===== src/rtl/lsu_pkg.sv =====
// Shared state type, funct3 encodings and decode helpers for the load/store unit.
package lsu_pkg;

    typedef enum logic [2:0] {
        IDLE,
        ISSUE0,
        RD0,
        ISSUE1,
        RD1,
        DONE
    } lsu_state_t;

    localparam logic [2:0] F3_B  = 3'b000;
    localparam logic [2:0] F3_H  = 3'b001;
    localparam logic [2:0] F3_W  = 3'b010;
    localparam logic [2:0] F3_BU = 3'b100;
    localparam logic [2:0] F3_HU = 3'b101;

    function automatic logic [2:0] lsu_size(input logic [2:0] funct3);
        case (funct3)
            F3_B, F3_BU: lsu_size = 3'd1;
            F3_H, F3_HU: lsu_size = 3'd2;
            default:     lsu_size = 3'd4;
        endcase
    endfunction

    function automatic logic lsu_legal(input logic write, input logic [2:0] funct3);
        if (write)
            lsu_legal = (funct3 == F3_B) || (funct3 == F3_H) || (funct3 == F3_W);
        else
            lsu_legal = (funct3 == F3_B) || (funct3 == F3_H) || (funct3 == F3_W) ||
                        (funct3 == F3_BU) || (funct3 == F3_HU);
    endfunction

endpackage


===== src/rtl/lsu_ctrl_if.sv =====
// Request/response and data-memory signals of the load/store unit.
interface lsu_ctrl_if #(
    parameter int ADDR_WIDTH = 17
);
    logic                  req_valid;
    logic                  req_ready;
    logic                  req_write;
    logic [2:0]            req_funct3;
    logic [31:0]           req_addr;
    logic [31:0]           req_wdata;
    logic                  resp_valid;
    logic [31:0]           resp_rdata;
    logic                  resp_err;
    logic                  mem_en;
    logic                  mem_we;
    logic [3:0]            mem_be;
    logic [ADDR_WIDTH-1:0] mem_addr;
    logic [31:0]           mem_wdata;
    logic [31:0]           mem_rdata;

    // The pipeline and the memory together form the master side; the LSU is the slave.
    modport slave (
        input  req_valid, req_write, req_funct3, req_addr, req_wdata, mem_rdata,
        output req_ready, resp_valid, resp_rdata, resp_err,
        output mem_en, mem_we, mem_be, mem_addr, mem_wdata
    );

    modport master (
        output req_valid, req_write, req_funct3, req_addr, req_wdata, mem_rdata,
        input  req_ready, resp_valid, resp_rdata, resp_err,
        input  mem_en, mem_we, mem_be, mem_addr, mem_wdata
    );

endinterface


===== src/rtl/lsu_align.sv =====
// Combinational byte-lane logic: size/split decode, store steering, load merge and extension.
module lsu_align import lsu_pkg::*; (
    input  logic [2:0]  funct3,
    input  logic [1:0]  offset,
    input  logic [31:0] wdata,
    input  logic [31:0] lo,
    input  logic [31:0] hi,
    output logic        split,
    output logic [3:0]  be0,
    output logic [3:0]  be1,
    output logic [31:0] wdata_lo,
    output logic [31:0] wdata_hi,
    output logic [31:0] rdata
);

    logic [2:0]  size;
    logic [7:0]  mask;
    logic [63:0] wide_w;
    logic [31:0] shifted;

    always_comb begin
        size     = lsu_size(funct3);
        mask     = (8'd1 << size) - 8'd1;
        split    = ({1'b0, offset} + size) > 3'd4;
        // Mask bits shifted past lane 3 belong to the second word.
        be0      = 4'(mask << offset);
        be1      = 4'(mask >> (3'd4 - {1'b0, offset}));
        wide_w   = {32'b0, wdata} << {offset, 3'b000};
        wdata_lo = wide_w[31:0];
        wdata_hi = wide_w[63:32];
        shifted  = 32'({hi, lo} >> {offset, 3'b000});
        case (funct3)
            F3_B:    rdata = {{24{shifted[7]}}, shifted[7:0]};
            F3_H:    rdata = {{16{shifted[15]}}, shifted[15:0]};
            F3_BU:   rdata = {24'b0, shifted[7:0]};
            F3_HU:   rdata = {16'b0, shifted[15:0]};
            default: rdata = shifted;
        endcase
    end

endmodule


===== src/rtl/lsu_ctrl.sv =====
// Load/store initiator: sequences one byte/half/word access at a time, splitting
// accesses that cross a word boundary into two word transactions.
module lsu_ctrl import lsu_pkg::*; #(
    parameter int DATA_WIDTH = 32,
    parameter int ADDR_WIDTH = 17
) (
    input logic       clk,
    input logic       rst_n,
    lsu_ctrl_if.slave bus
);

    lsu_state_t            state;
    logic                  write_q;
    logic [2:0]            funct3_q;
    logic [ADDR_WIDTH-1:0] addr_q;
    logic [DATA_WIDTH-1:0] wdata_q;
    logic [DATA_WIDTH-1:0] lo_q;

    logic                  idle;
    logic [2:0]            al_funct3;
    logic [1:0]            al_offset;
    logic [31:0]           al_wdata;
    logic [31:0]           al_lo;
    logic [31:0]           al_hi;
    logic                  split;
    logic [3:0]            be0;
    logic [3:0]            be1;
    logic [31:0]           wdata_lo;
    logic [31:0]           wdata_hi;
    logic [31:0]           load_data;
    logic [ADDR_WIDTH-1:0] word1;
    logic                  unused_addr;

    // While idle the aligner looks at the incoming request so ISSUE0 outputs can be registered on accept.
    always_comb begin
        idle      = (state == IDLE);
        al_funct3 = idle ? bus.req_funct3 : funct3_q;
        al_offset = idle ? bus.req_addr[1:0] : addr_q[1:0];
        al_wdata  = idle ? bus.req_wdata : wdata_q;
        al_lo     = (state == RD0) ? bus.mem_rdata : lo_q;
        al_hi     = (state == RD1) ? bus.mem_rdata : 32'b0;
        word1     = {addr_q[ADDR_WIDTH-1:2], 2'b00} + ADDR_WIDTH'(4);
    end

    assign unused_addr = ^bus.req_addr[31:ADDR_WIDTH];

    lsu_align u_align (
        .funct3   (al_funct3),
        .offset   (al_offset),
        .wdata    (al_wdata),
        .lo       (al_lo),
        .hi       (al_hi),
        .split    (split),
        .be0      (be0),
        .be1      (be1),
        .wdata_lo (wdata_lo),
        .wdata_hi (wdata_hi),
        .rdata    (load_data)
    );

    always_ff @(posedge clk or negedge rst_n) begin
        if (!rst_n) begin
            state          <= IDLE;
            write_q        <= 1'b0;
            funct3_q       <= 3'b0;
            addr_q         <= '0;
            wdata_q        <= '0;
            lo_q           <= '0;
            bus.req_ready  <= 1'b1;
            bus.resp_valid <= 1'b0;
            bus.resp_rdata <= 32'b0;
            bus.resp_err   <= 1'b0;
            bus.mem_en     <= 1'b0;
            bus.mem_we     <= 1'b0;
            bus.mem_be     <= 4'b0;
            bus.mem_addr   <= '0;
            bus.mem_wdata  <= 32'b0;
        end else begin
            bus.req_ready  <= 1'b0;
            bus.resp_valid <= 1'b0;
            bus.resp_rdata <= 32'b0;
            bus.resp_err   <= 1'b0;
            bus.mem_en     <= 1'b0;
            bus.mem_we     <= 1'b0;
            bus.mem_be     <= 4'b0;
            bus.mem_addr   <= '0;
            bus.mem_wdata  <= 32'b0;
            case (state)
                IDLE: begin
                    bus.req_ready <= 1'b1;
                    if (bus.req_valid) begin
                        write_q       <= bus.req_write;
                        funct3_q      <= bus.req_funct3;
                        addr_q        <= bus.req_addr[ADDR_WIDTH-1:0];
                        wdata_q       <= bus.req_wdata;
                        bus.req_ready <= 1'b0;
                        if (!lsu_legal(bus.req_write, bus.req_funct3)) begin
                            state          <= DONE;
                            bus.resp_valid <= 1'b1;
                            bus.resp_err   <= 1'b1;
                        end else begin
                            state         <= ISSUE0;
                            bus.mem_en    <= 1'b1;
                            bus.mem_we    <= bus.req_write;
                            bus.mem_be    <= be0;
                            bus.mem_addr  <= {bus.req_addr[ADDR_WIDTH-1:2], 2'b00};
                            bus.mem_wdata <= wdata_lo;
                        end
                    end
                end
                ISSUE0: begin
                    if (!write_q) begin
                        state <= RD0;
                    end else if (split) begin
                        state         <= ISSUE1;
                        bus.mem_en    <= 1'b1;
                        bus.mem_we    <= 1'b1;
                        bus.mem_be    <= be1;
                        bus.mem_addr  <= word1;
                        bus.mem_wdata <= wdata_hi;
                    end else begin
                        state          <= DONE;
                        bus.resp_valid <= 1'b1;
                    end
                end
                RD0: begin
                    lo_q <= bus.mem_rdata;
                    if (split) begin
                        state        <= ISSUE1;
                        bus.mem_en   <= 1'b1;
                        bus.mem_be   <= be1;
                        bus.mem_addr <= word1;
                    end else begin
                        state          <= DONE;
                        bus.resp_valid <= 1'b1;
                        bus.resp_rdata <= load_data;
                    end
                end
                ISSUE1: begin
                    if (!write_q) begin
                        state <= RD1;
                    end else begin
                        state          <= DONE;
                        bus.resp_valid <= 1'b1;
                    end
                end
                RD1: begin
                    state          <= DONE;
                    bus.resp_valid <= 1'b1;
                    bus.resp_rdata <= load_data;
                end
                default: begin
                    state         <= IDLE;
                    bus.req_ready <= 1'b1;
                end
            endcase
        end
    end

endmodule


===== src/flat_wrapper.sv =====
// flat-port wrapper written by rule: the top's interface ports become plain ports
module lsu_ctrl_flat import lsu_pkg::*;
#(
    parameter int DATA_WIDTH = 32,
    parameter int ADDR_WIDTH = 17
)
  (clk, rst_n, bus_req_valid, bus_req_write, bus_req_funct3, bus_req_addr, bus_req_wdata, bus_mem_rdata, bus_req_ready, bus_resp_valid, bus_resp_rdata, bus_resp_err, bus_mem_en, bus_mem_we, bus_mem_be, bus_mem_addr, bus_mem_wdata);
  lsu_ctrl_if #(.ADDR_WIDTH(ADDR_WIDTH)) bus_i ();
  input logic clk;
  input logic rst_n;
  input wire logic [$bits(bus_i.req_valid)-1:0] bus_req_valid;
  input wire logic [$bits(bus_i.req_write)-1:0] bus_req_write;
  input wire logic [$bits(bus_i.req_funct3)-1:0] bus_req_funct3;
  input wire logic [$bits(bus_i.req_addr)-1:0] bus_req_addr;
  input wire logic [$bits(bus_i.req_wdata)-1:0] bus_req_wdata;
  input wire logic [$bits(bus_i.mem_rdata)-1:0] bus_mem_rdata;
  output wire logic [$bits(bus_i.req_ready)-1:0] bus_req_ready;
  output wire logic [$bits(bus_i.resp_valid)-1:0] bus_resp_valid;
  output wire logic [$bits(bus_i.resp_rdata)-1:0] bus_resp_rdata;
  output wire logic [$bits(bus_i.resp_err)-1:0] bus_resp_err;
  output wire logic [$bits(bus_i.mem_en)-1:0] bus_mem_en;
  output wire logic [$bits(bus_i.mem_we)-1:0] bus_mem_we;
  output wire logic [$bits(bus_i.mem_be)-1:0] bus_mem_be;
  output wire logic [$bits(bus_i.mem_addr)-1:0] bus_mem_addr;
  output wire logic [$bits(bus_i.mem_wdata)-1:0] bus_mem_wdata;
  assign bus_i.req_valid = bus_req_valid;
  assign bus_i.req_write = bus_req_write;
  assign bus_i.req_funct3 = bus_req_funct3;
  assign bus_i.req_addr = bus_req_addr;
  assign bus_i.req_wdata = bus_req_wdata;
  assign bus_i.mem_rdata = bus_mem_rdata;
  assign bus_req_ready = bus_i.req_ready;
  assign bus_resp_valid = bus_i.resp_valid;
  assign bus_resp_rdata = bus_i.resp_rdata;
  assign bus_resp_err = bus_i.resp_err;
  assign bus_mem_en = bus_i.mem_en;
  assign bus_mem_we = bus_i.mem_we;
  assign bus_mem_be = bus_i.mem_be;
  assign bus_mem_addr = bus_i.mem_addr;
  assign bus_mem_wdata = bus_i.mem_wdata;
  lsu_ctrl #(.DATA_WIDTH(DATA_WIDTH), .ADDR_WIDTH(ADDR_WIDTH)) u_core (.clk(clk), .rst_n(rst_n), .bus(bus_i));
endmodule

===== config.mk =====
export PLATFORM = sky130hd
export DESIGN_NAME = lsu_ctrl_flat
export DESIGN_NICKNAME = d
export VERILOG_FILES = /design/src/rtl/lsu_pkg.sv /design/src/rtl/lsu_ctrl_if.sv /design/src/rtl/lsu_align.sv /design/src/rtl/lsu_ctrl.sv /design/src/flat_wrapper.sv
export SDC_FILE = /design/constraint.sdc
export NUM_CORES = 1
export LEC_CHECK = 0
export ABC_AREA = 1
export BUFFER_PORTS_ARGS = -buffer_cell sky130_fd_sc_hd__buf_4
export CORE_MARGIN = 2
export CORE_UTILIZATION = 29
export CTS_CLUSTER_DIAMETER = 30
export DETAILED_ROUTE_END_ITERATION = 6
export PLACE_DENSITY = 0.52
export SETUP_SLACK_MARGIN = 0.15
export SLEW_MARGIN = 20
export SYNTH_ARGS = -nofsm -noshare
export SYNTH_HDL_FRONTEND = slang
export SYNTH_SLANG_ARGS = --single-unit

===== constraint.sdc =====
create_clock -name clk -period 5.5 [get_ports clk]
set_clock_uncertainty 0.2 [all_clocks]
set_input_delay 1.375 -clock clk [delete_from_list [all_inputs] [get_ports clk]]
set_output_delay 1.375 -clock clk [all_outputs]
set_load 0.005 [all_outputs]

# Yosys cells after proc, flatten, opt, wreduce, memory -nomap -nowiden
# Cells that the tools add are included.
# op_classes
mux	50
n_reduce_logical	11
shift	5
n_eq_ne	12
n_lt_le_gt_ge	1
n_addsub	4
# ops
operator	count
2-to-1 mux 32 bit	8
one-hot mux 32 bit (2 select lines)	2
one-hot mux 32 bit (4 select lines)	1
2-to-1 mux 17 bit	4
left shift 32 x 5 -> 64 bit	1
>> shifter 64 x 5 -> 32 bit	1
one-hot mux 17 bit (3 select lines)	1
adder 17 x 3 -> 17 bit (second input constant)	1
2-to-1 mux 1 bit	17
2-to-1 mux 4 bit	4
equality test 3 bit (second input constant)	5
2-to-1 mux 3 bit	5
one-hot mux 3 bit (5 select lines)	1
one-hot mux 4 bit (3 select lines)	1
equality test 3 x 1 -> 1 bit (second input constant)	3
equality test 3 x 2 -> 1 bit (second input constant)	3
zero test 3 bit	3
left shift 1 x 3 -> 8 bit (first input constant)	1
left shift 8 x 2 -> 4 bit	1
>> shifter 8 x 3 -> 4 bit	1
subtractor 8 x 1 -> 8 bit (second input constant)	1
one-hot mux 3 bit (2 select lines)	1
one-hot mux 1 bit (5 select lines)	1
logical OR 1 bit	4
other kinds (10)	12
# totals
regBits	178

# Depth between registers and ports, before layout
# Gate-level depths: netlist (run 1).
# depth
ltp_word	11
mapped_depth	20

# Modules after synthesis
# Synthesis (run 1) repeated with hierarchy kept, for this count alone.
# unflattened
cells_unflattened	1377
area_unflattened_um2	9873.2
# modules_own_cells
mod	seq_area_each_um2	area_per_inst_um2	cells_each	instances
lsu_ctrl	4405.5	7532.2	893	1
lsu_align	0.0	2341.0	484	1

# Worst setup path before layout (run 1)
# No wires, ideal clock.
# synth_timing
kind	in2reg
start	in bus_req_funct3[1]
end	reg u_core.bus.resp_rdata[10]
arrival_time_ns	3.399
required_ns	5.222
n_path_buf	2
setup_slack_ns	1.823
cell_stages	18
path_cell_list	inv_1 nand3_1 nand2_4 nand3_1 buf_2 inv_1 ha_1 inv_1 fa_1 inv_1 nor2_1 inv_1 nand2_2 nand2_1 nand2_2 inv_2 buf_4 a21oi_1
# synth_between
elab_chain_len	8
# synth_lines
item	line	text
start, declared	flat_wrapper.sv:13	input wire logic [$bits(bus_i.req_funct3)-1:0] bus_req_funct3;
2-to-1 mux 3 bit (*)	lsu_ctrl.sv:37	al_funct3 = idle ? bus.req_funct3 : funct3_q;
equality test 3 bit (tied with other cells)	lsu_pkg.sv:20, lsu_align.sv:32	
OR reduction 2 bit	lsu_pkg.sv:20	case (funct3)
one-hot mux 3 bit (2 select lines)	lsu_pkg.sv:20	
adder 2 x 3 -> 3 bit	lsu_align.sv:24	split = ({1'b0, offset} + size) > 3'd4;
greater-than comparator 3 bit	lsu_align.sv:24	
2-to-1 mux 32 bit	lsu_ctrl.sv:128	if (split) begin
one-hot mux 32 bit (2 select lines) (*)	lsu_ctrl.sv:88	case (state)
end signal, assigned	lsu_ctrl.sv:136	bus.resp_rdata <= load_data;
end signal, assigned	lsu_ctrl.sv:150	bus.resp_rdata <= load_data;
end, declared	lsu_ctrl_if.sv:24	output req_ready, resp_valid, resp_rdata, resp_err,
# Mark *: on every way between the ends. The rest lies on a longest branch, timed or not.
# A chain may end at the register's enable or synchronous reset.

# Worst setup path after layout (run 1)
# layout_timing
start	in bus_req_funct3[1]
end	reg u_core.bus.mem_wdata[8]
# layout_between
elab_chain_len	11
# layout_lines
item	line	text
branches (longest 10 deep; another with adder 2 x 3 -> 3 bit)	-	
one-hot mux 32 bit (2 select lines) (*)	lsu_ctrl.sv:88	
end signal, assigned	lsu_ctrl.sv:107	bus.mem_wdata <= wdata_lo;
end signal, assigned	lsu_ctrl.sv:120	bus.mem_wdata <= wdata_hi;
end, declared	lsu_ctrl_if.sv:25	output mem_en, mem_we, mem_be, mem_addr, mem_wdata
# Every way passes the cells marked *. The select of a mux whose other input is x is not followed.

==> results.txt, run 1 <==
Starting DRT DRC Count: 502
Clock Pin Slew Worst Setup and Hold Paths: 0.08 ns
TritonRoute pass-1 iters: 5
worst skew pair latency: 0.44 ns
fillcell total: 3110
final antenna-violating net count: 0
fin crit share: 73.1%
Initial Util: 29.5%
clk sinks: 176
post-cts sizing count: 0
Die Ht: 178 um
Ports: 193
hold crit path type: reg -> reg
most area-consuming cells after synthesis: dfrtp_1 (50%), nand2_1 (16%), o21ai_0 (8.5%)
crit end category: register
GRT Resource Usage Total: 17.3%
Yosys top cell by area: dfrtp_1
metal2 WL: 12400 um
Post-CTS Setup Inserts: 0
Mean Syn Cell Area: 7.83 sq um
Leak: 5.61 nW
Syn. warnings: 0
first-pass GRT wire length: 42100 um
Root Buffer: clkbuf_16
area of the die: 0.0316 sq mm
Slew headroom: 39.8%
Final Instance Count excl. Fillers: 1661
Comb power frac: 50.3%
Crit-path slowest cell: fa_1
Fin Hold WS: 0.275 ns
via count: 7904
ANT cells: 0
# setup viols final: 0
Placed Cells: 1629
top sig layer: met4
Hold Fails Final Rpt: 0
total CTS buffers: 17
power per cell area: 615 mW/mm^2
DR WL/cell: 16.0 um
GP Congestion: 0.770
Slew Limit Fails: 0
Crit path top cell by count: inv_1
synthesized area: 0.00877 sq mm
Clock Power Share: 19.2%
CP Launch Type: input port
Arr. time, crit path: 4.17 ns
pin count of the biggest net entering global routing: 108
sequential area share after synthesis: 50.3%
Max Cap Viol: 0
htree depth: 4
status: complete, no violations
hold buffers post-CTS: 0
share of cells above drive strength 1: 20.0%
Slew @ Worst Pin: 0.902 ns
fin crit period: 4.02 ns
peak fanout along the critical path: 17
DRC Markers: 0
post-layout util: 36.9%
TNS Setup: 0 ns
Core ar.: 0.0297 sq mm
Post-synth EDFFs: 0
post-synth cell types: 40
row count: 63
register share of total power: 30.5%
Synth top area share: 50.0%
count of buffers from port buffering: 175
cell count after synthesis: 1120
met3 WL: 1500 um
Int Pwr: 0.00362 W
vias per std cell: 4.76
sw frac: 46.4%
vias in the first global route: 7535
critical path type: in -> reg
final wirelength: 26500 um
Synth Register Bits: 176
commonest non-fill, non-tap cell in the layout: nand2_1
Net Switching: 0.00313 W
DP HPWL: 18000 um
die width: 178 um
Peak VDD IR: 0.000397 V
RSZ-0062 raised after global routing: no
highest cell delay on the worst timing path: 0.43 ns
antenna violations before repair: 0
Post-synth top flop: dfrtp_1
grt total ovfl: 0
Max Clock Freq: 249 MHz
TritonCTS clock tree: done
Worst EP required: 5.65 ns
crit-path cells: buf_4, inv_1, nand3_1, nand2_4, nand3_1, buf_4, inv_1, ha_1, inv_1, fa_1, xor2_2, nand2_2, nor2_4, inv_1, o22ai_1
async set or reset register ratio after synthesis: 100%
clock tree buffer depth: 2
nets@finish: 1365
M1 WL: 12400 um
area grow syn2layout: 25.2%
most frequent cells in the layout: nand2_1 (369), buf_4 (181), dfrtp_1 (175)
critical path, delay by kind of cell:
family / cells / cell delay (ns)
AOI/OAI and AO/OA: 1 / 0.24
xor gates and xnor gates: 1 / 0.21
adders and majority gates: 2 / 0.58
buffers and inverters: 6 / 0.86
and+or+nand+nor: 5 / 0.88
per-layer routing:
layer,GRT usage (%),vias up
met4,3.93,0
met1,24.0,3745
met3,3.47,16
met2,27.7,241
met5,0,-
li1,-,3902
power by group through the flow:
stage                     Sequential (W)  Clock (W)  Combinational (W)
after floorplan                  0.00204          0            0.00235
after global placement           0.00208          0            0.00337
after detailed placement         0.00208          0            0.00341
after CTS                        0.00206    0.00134            0.00342
after global routing             0.00212    0.00140            0.00388
final                            0.00206    0.00130            0.00339
cells by family after synthesis:
group                      share of synthesized area [%]
AOI/OAI and AO/OA                                   14.9
xor gates and xnor gates                            1.08
DFF                                                 50.3
muxes                                              0.228
adders and majority gates                          0.657
and+or+nand+nor                                     25.3
other                                             0.0428
buffers and inverters                               7.58
final cells by class:
type,instances,area [sq um],share of cell area (%)
Tap cell,390,488,4.45
Clock inverter,15,215,1.96
Sequential cell,176,4410,40.1
Clock buffer,17,425,3.88
Inverter,92,345,3.15
Multi-Input combinational cell,788,3700,33.8
Timing Repair Buffer,183,1390,12.7
final timing paths:
check / startpoint / end / slack [ns] / depth (start not counted)
max: bus_req_funct3[1] / u_core.bus.mem_wdata[8]$_DFF_PN0_ / 1.48 / 15
min: u_core.lo_q[2]$_DFF_PN0_ / u_core.lo_q[2]$_DFF_PN0_ / 0.28 / 2
max reg2reg: u_core.state[2]$_DFFE_PN0P_ / u_core.bus.mem_wdata[8]$_DFF_PN0_ / 1.53 / 17
min reg2reg: u_core.lo_q[2]$_DFF_PN0_ / u_core.lo_q[2]$_DFF_PN0_ / 0.28 / 2
max in group asynchronous: rst_n / u_core.wdata_q[25]$_DFFE_PN0P_ / 3.31 / 2
min in group asynchronous: rst_n / u_core.lo_q[1]$_DFF_PN0_ / 0.88 / 1
state kept, by name (all words and copies together), names as in the netlist, 3 cells and up:
register	count
u_core.bus.mem_wdata	32
u_core.bus.resp_rdata	32
u_core.lo_q	32
u_core.wdata_q	32
u_core.addr_q	17
u_core.bus.mem_addr	15
u_core.bus.mem_be	4
u_core.funct3_q	3
u_core.state	3
stage by stage:
step	area, sq um	setup slack (ns)	total power (W)
CTS	11000	1.45	0.00682
global placement	10300	1.02	0.00545
detailed placement	10300	0.989	0.00549
finish	11000	1.48	0.00675
floorplan	8770	1.82	0.00439
global route	11000	1.17	0.00739
Yosys cell counts (10+ instances only):
library cell  count
nor2_2           11
nand3_1          80
nor2_1           44
buf_2            36
dfrtp_1         175
o21ai_0         149
nand2_1         371
inv_1            85
clkbuf_1         18
a21oi_1          34
o22ai_1          16
a31oi_1          10
Power figures use the tool's default switching activity.
==> inputs of run 2 (changes only) <==
--- a/config.mk
+++ b/config.mk
@@ -11,7 +11,7 @@
 export CORE_UTILIZATION = 29
 export CTS_CLUSTER_DIAMETER = 30
 export DETAILED_ROUTE_END_ITERATION = 6
-export PLACE_DENSITY = 0.52
+export PLACE_DENSITY = 0.54
 export SETUP_SLACK_MARGIN = 0.15
 export SLEW_MARGIN = 20
 export SYNTH_ARGS = -nofsm -noshare
==> constraint.sdc (replaced) <==
create_clock -name clk -period 3.6 [get_ports clk]
set_clock_uncertainty 0.2 [all_clocks]
set_input_delay 0.9 -clock clk [delete_from_list [all_inputs] [get_ports clk]]
set_output_delay 0.9 -clock clk [all_outputs]
set_load 0.005 [all_outputs]
==> results.txt, run 2 (synthesis results as in run 1) <==
Core ar.: 0.0297 sq mm (unchanged)
fin crit share: 84.0%
die width: 178 um (unchanged)
clock tree buffer depth: 2 (unchanged)
fin crit period: 3.02 ns
Worst R2R Path Depth: 14 (was 17)
pin count of the biggest net entering global routing: 86 (was 108)
Starting DRT DRC Count: 701 (was 502)
hold buffers post-CTS: 0 (unchanged)
Worst R2R Setup Slack: 0.58 ns (was 1.53 ns)
DRC Markers: 0 (unchanged)
Leak: 5.65 nW (was 5.61 nW)
share of cells above drive strength 1: 20.8% (was 20.0%)
TNS Setup: 0 ns (unchanged)
nets@finish: 1378 (was 1365)
row count: 63 (unchanged)
worst skew pair latency: 0.44 ns (about the same)
count of buffers from port buffering: 175 (unchanged)
antenna violations before repair: 0 (unchanged)
hold crit path type: in -> async (was reg -> reg)
Clock Pin Slew Worst Setup and Hold Paths: 0.07 ns (was 0.08 ns)
Worst EP required: 3.70 ns (was 5.65 ns)
clk sinks: 176 (unchanged)
GRT Resource Usage Total: 17.2% (was 17.3%)
Hold Fails Final Rpt: 0 (unchanged)
peak fanout along the critical path: 16 (was 17)
DR WL/cell: 16.0 um (about the same)
Die Ht: 178 um (unchanged)
DP HPWL: 18700 um (was 18000 um)
htree depth: 4 (unchanged)
Slew headroom: 41.5% (was 39.8%)
most frequent cells in the layout: nand2_1 (369), buf_4 (193), dfrtp_1 (175) (was nand2_1 (369), buf_4 (181), dfrtp_1 (175))
final wirelength: 26800 um (was 26500 um)
vias per std cell: 4.78 (was 4.76)
Final Instance Count excl. Fillers: 1674 (was 1661)
vias in the first global route: 7780 (was 7535)
final antenna-violating net count: 0 (unchanged)
commonest non-fill, non-tap cell in the layout: nand2_1 (unchanged)
ANT cells: 0 (unchanged)
total CTS buffers: 17 (unchanged)
CP Launch Type: register (was input port)
# setup viols final: 0 (unchanged)
Max Clock Freq: 331 MHz
area grow syn2layout: 25.9% (was 25.2%)
Ports: 193 (unchanged)
Slew Limit Fails: 0 (unchanged)
worst r2r src: u_core.state[2]$_DFFE_PN0P_ (unchanged)
critical path type: reg -> reg (was in -> reg)
Post-CTS Setup Inserts: 0 (unchanged)
TritonRoute pass-1 iters: 6 (was 5)
status: complete, no violations (unchanged)
first-pass GRT wire length: 42100 um (about the same)
Arr. time, crit path: 3.13 ns (was 4.17 ns)
Peak VDD IR: 0.000540 V (was 0.000397 V)
GP Congestion: 0.824 (was 0.770)
grt total ovfl: 0 (unchanged)
crit end category: register (unchanged)
Root Buffer: clkbuf_16 (unchanged)
TritonCTS clock tree: done (unchanged)
Slew @ Worst Pin: 0.877 ns (was 0.902 ns)
Initial Util: 29.5% (unchanged)
via count: 7996 (was 7904)
post-cts sizing count: 0 (unchanged)
Placed Cells: 1642 (was 1629)
RSZ-0062 raised after global routing: no (unchanged)
worst r2r dst: u_core.bus.resp_rdata[3]$_DFF_PN0_ (was u_core.bus.mem_wdata[8]$_DFF_PN0_)
power per cell area: 938 mW/mm^2 (was 615 mW/mm^2)
fillcell total: 3107 (was 3110)
Max Cap Viol: 0 (unchanged)
area of the die: 0.0316 sq mm (unchanged)
==> run 2: metrics by stage <==
stage / power, W / area, sq um / util [%] / worst slack [ns] / hold WS, ns
global placement: 0.00846 / 10400 / 35.1 / 0.271 / 0.253
CTS: 0.0104 / 11000 / 37.1 / 0.550 / 0.252
global route: 0.0113 / 11000 / 37.1 / 0.334 / 0.276
finish: 0.0103 / 11000 / 37.1 / 0.576 / 0.239
detailed placement: 0.00851 / 10400 / 35.1 / 0.238 / 0.259
floorplan: 0.00671 / 8770 / - / 0.398 / 0.238
==> run 2: final cells by class <==
cell class                 count  area [sq um]  share of cell area [%]
clock inverter                15           168                    1.52
sequential                   176          4410                    39.9
tap                          390           488                    4.42
inverter                      92           345                    3.13
multi-input combinational    788          3700                    33.6
clock buffer                  17           425                    3.85
timing repair buffer         196          1500                    13.6
==> run 2: report_power, final <==
group          internal, W  total, W  switching (W)
sequential         0.00276   0.00313       0.000371
combinational      0.00183   0.00535        0.00352
clock             0.000932   0.00187       0.000936
==> run 2: worst max path at each step <==
stage                                start  cells after the start  slack [ns]                                  end
6_report       u_core.state[2]$_DFFE_PN0P_                     14        0.58   u_core.bus.resp_rdata[3]$_DFF_PN0_
5_1_grt        u_core.state[2]$_DFFE_PN0P_                     17        0.33   u_core.bus.mem_wdata[23]$_DFF_PN0_
4_1_cts        u_core.state[2]$_DFFE_PN0P_                     14        0.55   u_core.bus.mem_wdata[23]$_DFF_PN0_
3_5_place_dp             bus_req_funct3[1]                     15        0.24   u_core.bus.mem_wdata[23]$_DFF_PN0_
3_3_place_gp             bus_req_funct3[1]                     16        0.27    u_core.bus.mem_wdata[8]$_DFF_PN0_
2_1_floorplan            bus_req_funct3[1]                     18        0.40  u_core.bus.resp_rdata[10]$_DFF_PN0_
==> run 2: worst max-delay path, stage by stage (launching register included) <==
cell and delay (ns):
dfrtp_1 0.49, nor2_4 0.24, nand2_4 0.14, nand2_1 0.10, nand3_1 0.10, inv_1 0.09, ha_1 0.14, inv_1 0.05
fa_1 0.44, xor2_2 0.20, nand2_2 0.11, nand2_1 0.09, nand2_2 0.09, inv_2 0.28, nor2_1 0.12
==> run 2: metal layers <==
metal	part of all wire [%]	up-vias	global-route usage [%]	routed length (um)
met5	0	-	0	0
met4	1.7	0	5.43	457
met3	6.3	28	3.15	1700
met2	46	273	27.6	12400
met1	46	3775	23.6	12300
li1	-	3920	-	-
